**config.mk**
```make
export PLATFORM = sky130hd
export DESIGN_NAME = elevator_sched_flat
export DESIGN_NICKNAME = d
export VERILOG_FILES = /design/src/rtl/elevator_sched_if.sv /design/src/rtl/elevator_sched.sv /design/src/flat_wrapper.sv
export SDC_FILE = /design/constraint.sdc
export NUM_CORES = 1
export LEC_CHECK = 0
export CORE_ASPECT_RATIO = 0.6
export CORE_MARGIN = 4
export CORE_UTILIZATION = 40
export CTS_BUF_LIST = sky130_fd_sc_hd__clkbuf_2 sky130_fd_sc_hd__clkbuf_4 sky130_fd_sc_hd__clkbuf_8
export DETAILED_ROUTE_END_ITERATION = 8
export PLACE_DENSITY_LB_ADDON = 0.15
export SYNTH_ARGS = -nofsm -noshare
export SYNTH_HDL_FRONTEND = slang
export SYNTH_SLANG_ARGS = --single-unit
```
**constraint.sdc**
```tcl
create_clock -name clk -period 3.36 [get_ports clk]
set_clock_uncertainty 0.2 [all_clocks]
set_input_delay 0.336 -clock clk [delete_from_list [all_inputs] [get_ports clk]]
set_output_delay 0.336 -clock clk [all_outputs]
set_load 0.01 [all_outputs]
```
**src/rtl/elevator_sched_if.sv**
```systemverilog
// Hall/car call levels in, scheduler status and clear pulses out.
interface elevator_sched_if;
  logic       press_out1_up;
  logic       press_out2_up;
  logic       press_out2_down;
  logic       press_out3_up;
  logic       press_out3_down;
  logic       press_out4_down;
  logic       press_in1;
  logic       press_in2;
  logic       press_in3;
  logic       press_in4;
  logic [4:0] state;
  logic [1:0] pointer;
  logic [3:0] request_total;
  logic [1:0] cur_floor;
  logic       door_open;
  logic       moving;
  logic [3:0] clear_in;

  modport master (
    output press_out1_up, press_out2_up, press_out2_down, press_out3_up,
           press_out3_down, press_out4_down,
           press_in1, press_in2, press_in3, press_in4,
    input  state, pointer, request_total, cur_floor, door_open, moving, clear_in
  );

  modport slave (
    input  press_out1_up, press_out2_up, press_out2_down, press_out3_up,
           press_out3_down, press_out4_down,
           press_in1, press_in2, press_in3, press_in4,
    output state, pointer, request_total, cur_floor, door_open, moving, clear_in
  );
endinterface

```
**src/rtl/elevator_sched.sv**
```systemverilog
// SCAN car-motion scheduler for a 4-floor elevator: merges calls, times
// floor travel and door dwell, and reports target/direction to the latches.
module elevator_sched #(
  parameter int unsigned TRAVEL_CYC = 100000000,
  parameter int unsigned DOOR_CYC   = 150000000,
  parameter int unsigned CNT_W      = 31
) (
  input  logic             clk,
  input  logic             rst_n,
  elevator_sched_if.slave  bus
);

  typedef enum logic [1:0] {S_IDLE, S_UP, S_DOWN, S_DOOR} fsm_e;
  typedef enum logic [1:0] {DIR_NONE = 2'b00, DIR_UP = 2'b01, DIR_DOWN = 2'b10} dir_e;

  localparam logic [CNT_W-1:0] TRAVEL_LAST = CNT_W'(TRAVEL_CYC - 1);
  localparam logic [CNT_W-1:0] DOOR_LAST   = CNT_W'(DOOR_CYC - 1);

  fsm_e             fsm_q, fsm_d;
  dir_e             dir_q, dir_d;
  logic [1:0]       cur_q, cur_d;
  logic [CNT_W-1:0] cnt_q, cnt_d;
  logic [3:0]       req_q, req_d;
  logic [3:0]       clear_q, clear_d;
  logic [4:0]       state_q, state_d;
  logic             door_q, moving_q;
  logic [1:0]       tgt;

  function automatic logic any_above(input logic [3:0] r, input logic [1:0] c);
    logic res;
    res = 1'b0;
    for (int i = 0; i < 4; i++) if (i > int'(c) && r[i]) res = 1'b1;
    return res;
  endfunction

  function automatic logic any_below(input logic [3:0] r, input logic [1:0] c);
    logic res;
    res = 1'b0;
    for (int i = 0; i < 4; i++) if (i < int'(c) && r[i]) res = 1'b1;
    return res;
  endfunction

  function automatic logic [1:0] near_above(input logic [3:0] r, input logic [1:0] c);
    logic [1:0] res;
    res = c;
    for (int i = 3; i >= 0; i--) if (i > int'(c) && r[i]) res = 2'(i);
    return res;
  endfunction

  function automatic logic [1:0] near_below(input logic [3:0] r, input logic [1:0] c);
    logic [1:0] res;
    res = c;
    for (int i = 0; i < 4; i++) if (i < int'(c) && r[i]) res = 2'(i);
    return res;
  endfunction

  // Direction chosen when the door opens at floor c.
  function automatic dir_e dir_at_stop(input logic [3:0] r, input logic [1:0] c,
                                       input dir_e d);
    logic up, dn;
    dir_e res;
    up = any_above(r, c);
    dn = any_below(r, c);
    if (d == DIR_DOWN) res = dn ? DIR_DOWN : (up ? DIR_UP : DIR_NONE);
    else               res = up ? DIR_UP : (dn ? DIR_DOWN : DIR_NONE);
    return res;
  endfunction

  assign req_d = {bus.press_out4_down | bus.press_in4,
                  bus.press_out3_up | bus.press_out3_down | bus.press_in3,
                  bus.press_out2_up | bus.press_out2_down | bus.press_in2,
                  bus.press_out1_up | bus.press_in1};

  always_comb begin
    logic [1:0] nxt;
    fsm_d   = fsm_q;
    dir_d   = dir_q;
    cur_d   = cur_q;
    cnt_d   = cnt_q;
    clear_d = '0;
    nxt     = cur_q;
    unique case (fsm_q)
      S_IDLE: begin
        cnt_d = '0;
        if (req_q[cur_q]) begin
          fsm_d          = S_DOOR;
          clear_d[cur_q] = 1'b1;
          dir_d          = dir_at_stop(req_q, cur_q, dir_q);
        end else if (dir_q == DIR_DOWN && any_below(req_q, cur_q)) begin
          fsm_d = S_DOWN;
        end else if (any_above(req_q, cur_q)) begin
          fsm_d = S_UP;
          dir_d = DIR_UP;
        end else if (any_below(req_q, cur_q)) begin
          fsm_d = S_DOWN;
          dir_d = DIR_DOWN;
        end else begin
          dir_d = DIR_NONE;
        end
      end
      S_UP, S_DOWN: begin
        if (cnt_q == TRAVEL_LAST) begin
          nxt   = (fsm_q == S_UP) ? cur_q + 2'd1 : cur_q - 2'd1;
          cur_d = nxt;
          cnt_d = '0;
          // Arrival: serve this floor, keep sweeping, or park.
          if (req_q[nxt]) begin
            fsm_d        = S_DOOR;
            clear_d[nxt] = 1'b1;
            dir_d        = dir_at_stop(req_q, nxt, (fsm_q == S_UP) ? DIR_UP : DIR_DOWN);
          end else if (fsm_q == S_UP ? any_above(req_q, nxt) : any_below(req_q, nxt)) begin
            fsm_d = fsm_q;
          end else begin
            fsm_d = S_IDLE;
          end
        end else begin
          cnt_d = cnt_q + CNT_W'(1);
        end
      end
      S_DOOR: begin
        if (cnt_q == DOOR_LAST) begin
          fsm_d = S_IDLE;
          cnt_d = '0;
        end else begin
          cnt_d = cnt_q + CNT_W'(1);
        end
      end
      default: fsm_d = S_IDLE;
    endcase
  end

  // Target floor reported alongside the next registered car position.
  always_comb begin
    tgt = cur_d;
    if (fsm_d == S_DOOR || (fsm_d == S_IDLE && req_d[cur_d])) begin
      tgt = cur_d;
    end else if (dir_d == DIR_DOWN) begin
      tgt = any_below(req_d, cur_d) ? near_below(req_d, cur_d) : near_above(req_d, cur_d);
    end else begin
      tgt = any_above(req_d, cur_d) ? near_above(req_d, cur_d) : near_below(req_d, cur_d);
    end
    state_d = (req_d == 4'd0) ? 5'd0 : 5'({tgt, cur_d}) + 5'd1;
  end

  always_ff @(posedge clk) begin
    if (!rst_n) begin
      fsm_q    <= S_IDLE;
      dir_q    <= DIR_NONE;
      cur_q    <= 2'd0;
      cnt_q    <= '0;
      req_q    <= 4'd0;
      clear_q  <= 4'd0;
      state_q  <= 5'd0;
      door_q   <= 1'b0;
      moving_q <= 1'b0;
    end else begin
      fsm_q    <= fsm_d;
      dir_q    <= dir_d;
      cur_q    <= cur_d;
      cnt_q    <= cnt_d;
      req_q    <= req_d;
      clear_q  <= clear_d;
      state_q  <= state_d;
      door_q   <= (fsm_d == S_DOOR);
      moving_q <= (fsm_d == S_UP) || (fsm_d == S_DOWN);
    end
  end

  assign bus.state         = state_q;
  assign bus.pointer       = dir_q;
  assign bus.request_total = req_q;
  assign bus.cur_floor     = cur_q;
  assign bus.door_open     = door_q;
  assign bus.moving        = moving_q;
  assign bus.clear_in      = clear_q;

endmodule

```
**src/flat_wrapper.sv**
```systemverilog
// flat-port wrapper written by rule: the top's interface ports become plain ports
module elevator_sched_flat 
#(
  parameter int unsigned TRAVEL_CYC = 100000000,
  parameter int unsigned DOOR_CYC   = 150000000,
  parameter int unsigned CNT_W      = 31
)
  (clk, rst_n, bus_press_out1_up, bus_press_out2_up, bus_press_out2_down, bus_press_out3_up, bus_press_out3_down, bus_press_out4_down, bus_press_in1, bus_press_in2, bus_press_in3, bus_press_in4, bus_state, bus_pointer, bus_request_total, bus_cur_floor, bus_door_open, bus_moving, bus_clear_in);
  elevator_sched_if bus_i ();
  input  logic clk;
  input  logic rst_n;
  input wire logic [$bits(bus_i.press_out1_up)-1:0] bus_press_out1_up;
  input wire logic [$bits(bus_i.press_out2_up)-1:0] bus_press_out2_up;
  input wire logic [$bits(bus_i.press_out2_down)-1:0] bus_press_out2_down;
  input wire logic [$bits(bus_i.press_out3_up)-1:0] bus_press_out3_up;
  input wire logic [$bits(bus_i.press_out3_down)-1:0] bus_press_out3_down;
  input wire logic [$bits(bus_i.press_out4_down)-1:0] bus_press_out4_down;
  input wire logic [$bits(bus_i.press_in1)-1:0] bus_press_in1;
  input wire logic [$bits(bus_i.press_in2)-1:0] bus_press_in2;
  input wire logic [$bits(bus_i.press_in3)-1:0] bus_press_in3;
  input wire logic [$bits(bus_i.press_in4)-1:0] bus_press_in4;
  output wire logic [$bits(bus_i.state)-1:0] bus_state;
  output wire logic [$bits(bus_i.pointer)-1:0] bus_pointer;
  output wire logic [$bits(bus_i.request_total)-1:0] bus_request_total;
  output wire logic [$bits(bus_i.cur_floor)-1:0] bus_cur_floor;
  output wire logic [$bits(bus_i.door_open)-1:0] bus_door_open;
  output wire logic [$bits(bus_i.moving)-1:0] bus_moving;
  output wire logic [$bits(bus_i.clear_in)-1:0] bus_clear_in;
  assign bus_i.press_out1_up = bus_press_out1_up;
  assign bus_i.press_out2_up = bus_press_out2_up;
  assign bus_i.press_out2_down = bus_press_out2_down;
  assign bus_i.press_out3_up = bus_press_out3_up;
  assign bus_i.press_out3_down = bus_press_out3_down;
  assign bus_i.press_out4_down = bus_press_out4_down;
  assign bus_i.press_in1 = bus_press_in1;
  assign bus_i.press_in2 = bus_press_in2;
  assign bus_i.press_in3 = bus_press_in3;
  assign bus_i.press_in4 = bus_press_in4;
  assign bus_state = bus_i.state;
  assign bus_pointer = bus_i.pointer;
  assign bus_request_total = bus_i.request_total;
  assign bus_cur_floor = bus_i.cur_floor;
  assign bus_door_open = bus_i.door_open;
  assign bus_moving = bus_i.moving;
  assign bus_clear_in = bus_i.clear_in;
  elevator_sched #(.TRAVEL_CYC(TRAVEL_CYC), .DOOR_CYC(DOOR_CYC), .CNT_W(CNT_W)) u_core (.clk(clk), .rst_n(rst_n), .bus(bus_i));
endmodule
```
==> results of run 1 <==
-- layout by cell type (no fill, tap or decap), drive strengths merged, types with 2 or more instances in the layout --
master	netlist	routed
and3	6	6
xor2	15	15
nand4b	2	2
clkbuf	6	6
nand2b	8	8
a41oi	3	3
or4	4	4
a31oi	2	2
clkdlybuf4s50	0	30
and2	7	7
clkinv	1	2
o211ai	3	3
mux2i	2	2
a32oi	2	2
dfxtp	52	52
xnor2	16	16
nor2	63	63
ha	16	16
mux4	3	3
a211o	3	3
nor4b	4	4
nor4	3	3
nor3b	3	3
nand4	7	7
nand2	21	21
nor3	7	7
a311oi	2	2
buf	2	55
nand3	18	18
o21ai	10	10
inv	15	15
and4	3	3
or3	6	6
nor2b	2	2
a21oi	14	14
o21a	2	2
-- power by group through the flow --
stage / clock [mW] / sequential, mW / combinational [mW]
floorplan: 0 / 0.725 / 0.506
global placement: 0 / 0.706 / 0.907
detailed placement: 0 / 0.707 / 0.909
CTS: 0.453 / 0.694 / 0.945
global route: 0.484 / 0.702 / 1.08
finish: 0.443 / 0.695 / 0.994
-- repair_timing --
item                                    4_1_cts  5_1_grt
pin swaps                                     7        5
gates resized for setup                       1        7
hold buffers                                  0        0
setup buffers                                 4        5
endpoints found under the setup margin        3        3
-- final timing paths --
check	startpoint	end	slack, ns	depth (start not counted)
setup / recovery	u_core.cnt_q[25]$_SDFF_PN0_	u_core.bus.state[3]$_SDFF_PP0_	-0.01	12
hold / removal	u_core.cnt_q[0]$_SDFF_PN0_	u_core.cnt_q[0]$_SDFF_PN0_	0.33	2
setup reg to reg	u_core.cnt_q[25]$_SDFF_PN0_	u_core.bus.state[3]$_SDFF_PP0_	-0.01	12
hold reg to reg	u_core.cnt_q[0]$_SDFF_PN0_	u_core.cnt_q[0]$_SDFF_PN0_	0.33	2
-- critical path: stages (launching register included) --
cell	delay, ns
dfxtp_2	0.36
or4_4	0.53
nor4_4	0.39
buf_4	0.18
a41oi_1	0.12
a311oi_2	0.27
buf_4	0.17
o21ai_2	0.06
o32a_1	0.38
buf_4	0.15
o21a_1	0.13
o32ai_4	0.15
mux2i_1	0.21
-- per-layer routing --
metal | vias to the layer above | track usage | share of wire | wire length, µm
met5 | - | 0 | 0 | 0
met4 | 0 | 0.0289 | 0.0047 | 40
met3 | 5 | 0.0571 | 0.071 | 603
met2 | 82 | 0.242 | 0.37 | 3140
met1 | 1341 | 0.315 | 0.55 | 4710
li1 | 1447 | - | - | -
-- state kept, by name, indices dropped and copies added (netlist names) --
| name | flops |
|---|---|
| u_core.bus.clear_in | 4 |
| u_core.bus.request_total | 4 |
| u_core.fsm_q | 2 |
| u_core.bus.cur_floor | 2 |
| u_core.bus.moving | 1 |
| u_core.cnt_q | 31 |
| u_core.bus.door_open | 1 |
| u_core.bus.state | 5 |
| u_core.bus.pointer | 2 |
-- synthesized netlist by cell type (4+ instances only) --
library cell / instances
o21ai_0: 9
xor2_1: 15
nand2b_1: 8
inv_1: 14
nor3_1: 7
and2_1: 7
ha_1: 16
nor2_1: 63
and3_1: 6
or3_1: 6
a21oi_1: 14
nand2_1: 21
nor4b_1: 4
nand3_1: 17
nand4_1: 7
xnor2_1: 16
dfxtp_1: 52
clkbuf_1: 6
-- metrics by stage --
step	worst slack, ns	cells	TNS, ns	hold slack (ns)
after global routing	-0.126	546	-0.322	0.360
after detailed placement	-0.0471	529	-0.0639	0.308
final	-0.0136	546	-0.0136	0.332
after global placement	0.0427	529	0	0.287
after CTS	0.00216	541	0	0.329
after floorplan	-0.00479	357	-0.00479	0.226
-- logic make-up (layout without fill, tap and decap cells) --
| logic type | count (synthesis) | count (layout) | synth area share |
|---|---|---|---|
| adder cells (fa/ha/maj) | 16 | 16 | 0.0655 |
| AND/OR/NAND/NOR | 168 | 168 | 0.290 |
| multiplexers | 6 | 6 | 0.0364 |
| flip-flops | 52 | 52 | 0.341 |
| XOR/XNOR | 31 | 31 | 0.0889 |
| buffers and inverters | 24 | 109 | 0.0299 |
| AO/OA/AOI/OAI | 60 | 60 | 0.149 |
-- final cells by class --
| type | count | share of cell area |
|---|---|---|
| Timing Repair Buffer | 85 | 0.174 |
| Tap cell | 104 | 0.0315 |
| Inverter | 16 | 0.0145 |
| Clock buffer | 6 | 0.0185 |
| Clock inverter | 2 | 0.00849 |
| Sequential cell | 52 | 0.253 |
| Multi-Input combinational cell | 281 | 0.500 |
==> run metrics, run 1 <==
outcome=finished, violations left; failing checks=negative setup slack; fillcell total=666; Mapped Area=between 3000 and 4000 µm²; area of the multi-input gates=around 2100 µm²; clock transition at the registers of the reported paths=0.10 ns; Gate Count Post-Synth=approximately 360; Overall Power=2.13 mW; Clock Latency Late Sink=0.32 ns; antenna diode count=0; Hold Vio Cnt, Final=0; largest net degree at the start of global routing=31; Antenna Violating Nets Remaining=0; die area=9150 µm²; DR DRC count=0; Final Worst Setup Slack=-0.0136 ns; drt pass-1 iters=5; combinational share of power=0.466; GR Overflow Total=0; fmax=296 MHz; Chip Height=75.7 µm; DR WL/cell=15.6 µm; Max Buffers Root-to-Sink=2; Synth Flop Type=dfxtp_1; sw frac=0.350; H-tree levels=2; vias in the first global route=2544; share of cells above drive strength 1=0.224; FFs w/ async S/R, synth=0; row count=24; hold crit path type=flop to flop; Peak VDD IR=0.431 mV; via/cell ratio=roughly 5.3; gr usage total=0.193; post-synth top area share=0.341; slew margin rel.=0.641; Root Driver=clkbuf_8; io pins=31; WL final=8490 µm; Setup violations, final=1; Area contributors post-synth=dfxtp_1 (34%), nor2_1 (7.7%), ha_1 (6.6%); clk sinks=52; Seq/Total Area, Yosys=0.341; Crit Path Max Fanout=5; Data required, critical path=3.41 ns; nets=469; Starting Density=0.417; Sequential Power Share=0.326; initial antenna violation count=0; Design Area, Final=4130 µm²; yosys warns=0; Yosys cell types=70; die width=~120 µm; Slew Limit Fails=0; RSZ-0062 raised after global routing=true; syn_nets=385; EDFF count, synth=0; internal power=between 1 and 1.5 mW; Setup CP Type=flop to flop; Iteration-0 DRC Markers=255; Port Buffers=30; Pwr Density=517 nW/µm²; Synth Register Bits=52; DP Area=3920 µm²; RD Place Congestion=1.00; Leak=1.55 nW; Worst EP arrival=between 3 and 4 ns; first-pass GRT wire length=~14000 µm; leading area contributor after synthesis=dfxtp_1; CTS tree=yes; max-cap viol count=0; Slew @ Worst Pin=0.534 ns; Vias=2875; P_sw=about 0.75 mW; cts bufs inserted=5; Tmin final=3.37 ns; Avg Inst Size Synth=between 8 and 9 µm²; CP endpoint kind=flop; Period Utilization, post-route=1.00; Layout area overhead=35.1%; clock power share=0.208; storage element area=1040 µm²; Core ar.=between 7000 and 8000 µm²; Util after Layout=0.563; CP Launch Type=flop; Detail Placement HPWL=6500 µm
No activity file was read; power rests on OpenSTA's default activity.
==> inputs of run 2 (changes only) <==
--- a/config.mk
+++ b/config.mk
@@ -14,3 +14,4 @@
 export SYNTH_ARGS = -nofsm -noshare
 export SYNTH_HDL_FRONTEND = slang
 export SYNTH_SLANG_ARGS = --single-unit
+export TNS_END_PERCENT = 5
==> run metrics, run 2 (same netlist as run 1, synthesis figures left out) <==
Leak=between 1.5 and 2 nW; Vias=2924; max reg flops=31; GR Overflow Total=0; RSZ-0062 raised after global routing=true; Max Buffers Root-to-Sink=2; Starting Density=0.417; CP endpoint kind=flop; Layout area overhead=35.4%; clock transition at the registers of the reported paths=0.10 ns; fmax=around 300 MHz; R2R setup slack=roughly 0.066 ns; Overall Power=1.99 mW; Peak VDD IR=0.410 mV; largest reg by FF count=u_core.cnt_q; Port Buffers=30; Clock Latency Late Sink=0.32 ns; Worst Hold Depth=2; first-pass GRT wire length=13700 µm; io pins=31; largest net degree at the start of global routing=31; Worst EP arrival=between 3 and 4 ns; CP Cell Sequence=or4_4 > nor4_4 > buf_4 > a41oi_2 > a311oi_2 > buf_4 > a211oi_2 > o32a_1 > o21a_1 > o32ai_4 > mux2i_1; gr usage total=0.194; RR Startpoint=u_core.cnt_q[17]$_SDFF_PN0_; drt pass-1 iters=4; Core ar.=7330 µm²; CTS tree=yes; via/cell ratio=roughly 5.3; RD Place Congestion=0.925; initial antenna violation count=0; Hold Vio Cnt, Final=0; die area=about 9100 µm²; H-tree levels=2; Fin Setup TNS=0 ns; max-cap viol count=0; Hold WS=0.317 ns; Setup CP Type=flop to flop; Data required, critical path=3.42 ns; clk sinks=52; Tmin final=3.29 ns; Slew @ Worst Pin=about 0.53 ns; vias in the first global route=around 2.6k; outcome=finished, final reports clean; cts bufs inserted=5; Setup violations, final=0; most frequent cells in the layout=nor2_1 (62), buf_4 (56), dfxtp_1 (49), clkdlybuf4s50_1 (30), nand2_1 (21); Detail Placement HPWL=6500 µm; Chip Height=between 70 and 80 µm; most used cell, CP=buf_4; slowest cell on the critical path=or4_4; antenna diode count=0; Iteration-0 DRC Markers=279; slew margin rel.=0.643; Slew Limit Fails=0; DR WL/cell=15.7 µm; FF-to-FF End=u_core.bus.state[3]$_SDFF_PP0_; CP startpoint=u_core.cnt_q[17]$_SDFF_PN0_; commonest non-fill, non-tap cell in the layout=nor2_1; fillcell total=slightly below 700; Crit Path Max Fanout=5; DR DRC count=0; share of cells above drive strength 1=0.235; Antenna Violating Nets Remaining=0; Period Utilization, post-route=0.980; crit-path max cell delay=0.55 ns; CP Launch Type=flop; WL final=8600 µm; nets=471; hold crit path type=flop to flop; Root Driver=clkbuf_8; Pwr Density=482 nW/µm²; CP Capture Point=u_core.bus.state[3]$_SDFF_PP0_; row count=24; FF-to-FF path depth=11; die width=121 µm
run 2: stage by stage:
stage	area [µm²]	worst slack, ns	util	std cells
after floorplan	3170	-0.0147	-	357
after global placement	3960	0.111	0.541	535
after detailed placement	3960	0.0170	0.541	535
after CTS	4060	0.00722	0.553	542
after global routing	4140	-0.0793	0.565	547
final	4140	0.0665	0.565	547
run 2: cell type report:
type / instances / area [µm²] / area share
Clock buffer: 6 / 82.6 / 0.0200
Clock inverter: 1 / 8.76 / 0.00212
Inverter: 16 / 60.1 / 0.0145
Multi-Input combinational cell: 281 / 2080 / 0.503
Sequential cell: 52 / 1040 / 0.252
Tap cell: 104 / 130 / 0.0314
Timing Repair Buffer: 87 / 732 / 0.177
run 2: timing repair:
item                       in CTS  in global routing
hold buffers                    0                  0
gates resized for setup         0                 10
buffers inserted                0                  5
hold endpoints to repair        0                  0
setup endpoints to repair       0                  3
run 2: critical path: cells and delay by family (launching register included):
kind / cells / cell delay [ns]
DFF: 1 / 0.33
AOI/OAI and AO/OA: 6 / 1.23
muxes: 1 / 0.21
buffers and inverters: 2 / 0.37
and+or+nand+nor: 2 / 0.89
run 2: metal layers:
layer  global-route usage  vias up  share of wire
met2                0.233       88           0.37
met3               0.0445       14          0.065
met5                    0        -              0
met1                0.321     1380           0.55
li1                     -     1442              -
met4               0.0578        0          0.016
run 2: power by group:
part | internal (mW) | switching [mW] | total, mW
Combinational | 0.431 | 0.485 | 0.916
Clock | 0.165 | 0.220 | 0.385
Sequential | 0.663 | 0.0289 | 0.692
Total | 1.26 | 0.734 | 1.99
run 2: worst min-delay path by stage:
stage                                            from                           to  slack, ns
after floorplan            u_core.cnt_q[0]$_SDFF_PN0_   u_core.cnt_q[0]$_SDFF_PN0_       0.23
after global placement    u_core.cnt_q[30]$_SDFF_PN0_  u_core.cnt_q[30]$_SDFF_PN0_       0.29
after detailed placement  u_core.cnt_q[30]$_SDFF_PN0_  u_core.cnt_q[30]$_SDFF_PN0_       0.30
after CTS                 u_core.cnt_q[30]$_SDFF_PN0_  u_core.cnt_q[30]$_SDFF_PN0_       0.32
after global routing       u_core.cnt_q[0]$_SDFF_PN0_   u_core.cnt_q[0]$_SDFF_PN0_       0.35
final                     u_core.cnt_q[30]$_SDFF_PN0_  u_core.cnt_q[30]$_SDFF_PN0_       0.32
==> inputs of run 3 (changes only) <==
--- a/config.mk
+++ b/config.mk
@@ -10,6 +10,7 @@
 export CORE_UTILIZATION = 40
 export CTS_BUF_LIST = sky130_fd_sc_hd__clkbuf_2 sky130_fd_sc_hd__clkbuf_4 sky130_fd_sc_hd__clkbuf_8
 export DETAILED_ROUTE_END_ITERATION = 8
+export GPL_ROUTABILITY_DRIVEN = 0
 export PLACE_DENSITY_LB_ADDON = 0.15
 export SYNTH_ARGS = -nofsm -noshare
 export SYNTH_HDL_FRONTEND = slang
==> run metrics, run 3 (same netlist as run 1, synthesis figures left out) <==
Detail Placement HPWL=6410 µm; Slew Limit Fails=0; Setup WS pre-CTS=about 0.015 ns; CP endpoint kind=flop; share of cells above drive strength 1=0.244; Crit Path Max Fanout=5; Hold EP=u_core.cnt_q[22]$_SDFF_PN0_; Starting Density=0.417; fmax=297 MHz; Design Area, Final=around 4100 µm²; Iteration-0 DRC Markers=318; io pins=31; Peak VDD IR=0.334 mV; die area=9150 µm²; Layout area overhead=35.7%; CP Cell Sequence=ha_4 > nand4_1 > buf_4 > nor4_4 > nand3_4 > buf_6 > buf_6 > mux4_2 > o32a_1 > o21a_1 > o32ai_4 > mux2i_1; nets=469; Setup violations, final=1; Clock Latency Late Sink=0.32 ns; via/cell ratio=5.37; FF-to-FF End=u_core.bus.state[3]$_SDFF_PP0_; WL final=8720 µm; hold_buf cts=0; storage element area=1050 µm²; Data required, critical path=3.42 ns; GR Overflow Total=0; Period Utilization, post-route=1.00; CP Launch Type=flop; Port Buffers=30; Pwr Density=about 490 nW/µm²; row count=24; Vias=slightly below 3k; failing checks=negative setup slack; outcome=finished, violations left; RR Startpoint=u_core.cnt_q[0]$_SDFF_PN0_; DR WL/cell=16.0 µm; Root Driver=clkbuf_8; most frequent cells in the layout=nor2_1 (62), buf_4 (52), dfxtp_1 (48), clkdlybuf4s50_1 (30), nand2_1 (20); die width=approximately 120 µm; area of the multi-input gates=2090 µm²; Final Worst Setup Slack=-0.00623 ns; largest net degree at the start of global routing=31; Leak=1.55 nW; DR DRC count=0; first-pass GRT wire length=13600 µm; antenna diode count=0; cts bufs inserted=5; most used cell, CP=buf_6; DP Area=3930 µm²; hold crit path type=flop to flop; max reg flops=31; fillcell total=710; Hold Vio Cnt, Final=0; CTS tree=yes; drt pass-1 iters=5; max-cap viol count=0; commonest non-fill, non-tap cell in the layout=nor2_1; Antenna Violating Nets Remaining=0; crit-path max cell delay=0.43 ns; Util after Layout=0.566; RSZ-0062 raised after global routing=true; largest reg by FF count=u_core.cnt_q; Worst Hold Depth=2; clk sinks=52; FF-to-FF path depth=12; Tmin final=between 3 and 4 ns; Worst EP arrival=3.42 ns; hold path startpoint=u_core.cnt_q[22]$_SDFF_PN0_; H-tree levels=2; gr usage total=0.190; initial antenna violation count=0; Setup CP Type=flop to flop; vias in the first global route=2634; slew margin rel.=0.620; Slew @ Worst Pin=0.565 ns; slowest cell on the critical path=mux4_2; Max Buffers Root-to-Sink=2; Chip Height=75.7 µm; Core ar.=7330 µm²; clock transition at the registers of the reported paths=0.10 ns; R2R setup slack=-0.006 ns
-- run 3: what timing repair did --
item / 4_1_cts / 5_1_grt
buffers inserted: 2 / 6
gates resized for setup: 0 / 17
setup endpoints to repair: 1 / 3
cloned: 0 / 0
pin swaps: 5 / 15
-- run 3: per-stage QoR --
step / setup TNS (ns) / power (mW) / hold slack, ns / std cells
6_report: -0.00623 / 2.05 / 0.326 / 546
5_1_grt: -0.278 / 2.16 / 0.385 / 546
4_1_cts: 0 / 2.00 / 0.334 / 540
3_5_place_dp: 0 / 1.58 / 0.300 / 530
2_1_floorplan: -0.0254 / 1.23 / 0.226 / 357
3_3_place_gp: 0 / 1.58 / 0.286 / 530
-- run 3: routing by layer --
metal / part of all wire / up-vias / global-route usage
met4: 0.0091 / 0 / 0.0452
met2: 0.38 / 115 / 0.239
met5: 0 / - / 0
met3: 0.063 / 11 / 0.0401
li1: - / 1442 / -
met1: 0.55 / 1362 / 0.314
-- run 3: how the worst max path moves through the flow --
stage	start	end	slack (ns)	cells after the start
floorplan	u_core.cnt_q[30]$_SDFF_PN0_	u_core.bus.state[3]$_SDFF_PP0_	-0.01	12
global placement	u_core.cnt_q[30]$_SDFF_PN0_	u_core.bus.state[2]$_SDFF_PP0_	0.08	13
detailed placement	u_core.cnt_q[30]$_SDFF_PN0_	u_core.bus.state[2]$_SDFF_PP0_	0.01	13
CTS	u_core.cnt_q[17]$_SDFF_PN0_	u_core.bus.state[3]$_SDFF_PP0_	0.008	10
global route	u_core.cnt_q[1]$_SDFF_PN0_	u_core.bus.state[2]$_SDFF_PP0_	-0.11	15
finish	u_core.cnt_q[0]$_SDFF_PN0_	u_core.bus.state[3]$_SDFF_PP0_	-0.006	12
-- run 3: final cells by class --
cell class | instances | area share
clock buffers | 6 | 0.0199
clock inverters | 2 | 0.00332
inverters | 16 | 0.0145
multi-input cells | 281 | 0.504
flip-flops and latches | 52 | 0.252
well taps | 104 | 0.0314
repair buffers | 85 | 0.175
-- run 3: power breakdown --
part	internal, mW	switching (mW)
Clock	0.169	0.227
Combinational	0.454	0.503
Sequential	0.664	0.0337
-- run 3: worst max-delay path: cells and delay by family (launching register included) --
kind	cells	cell delay, ns
AO/OA/AOI/OAI	3	0.73
adder cells (fa/ha/maj)	1	0.13
buffers and inverters	3	0.48
flip-flops	1	0.37
multiplexers	2	0.65
AND/OR/NAND/NOR	3	0.72
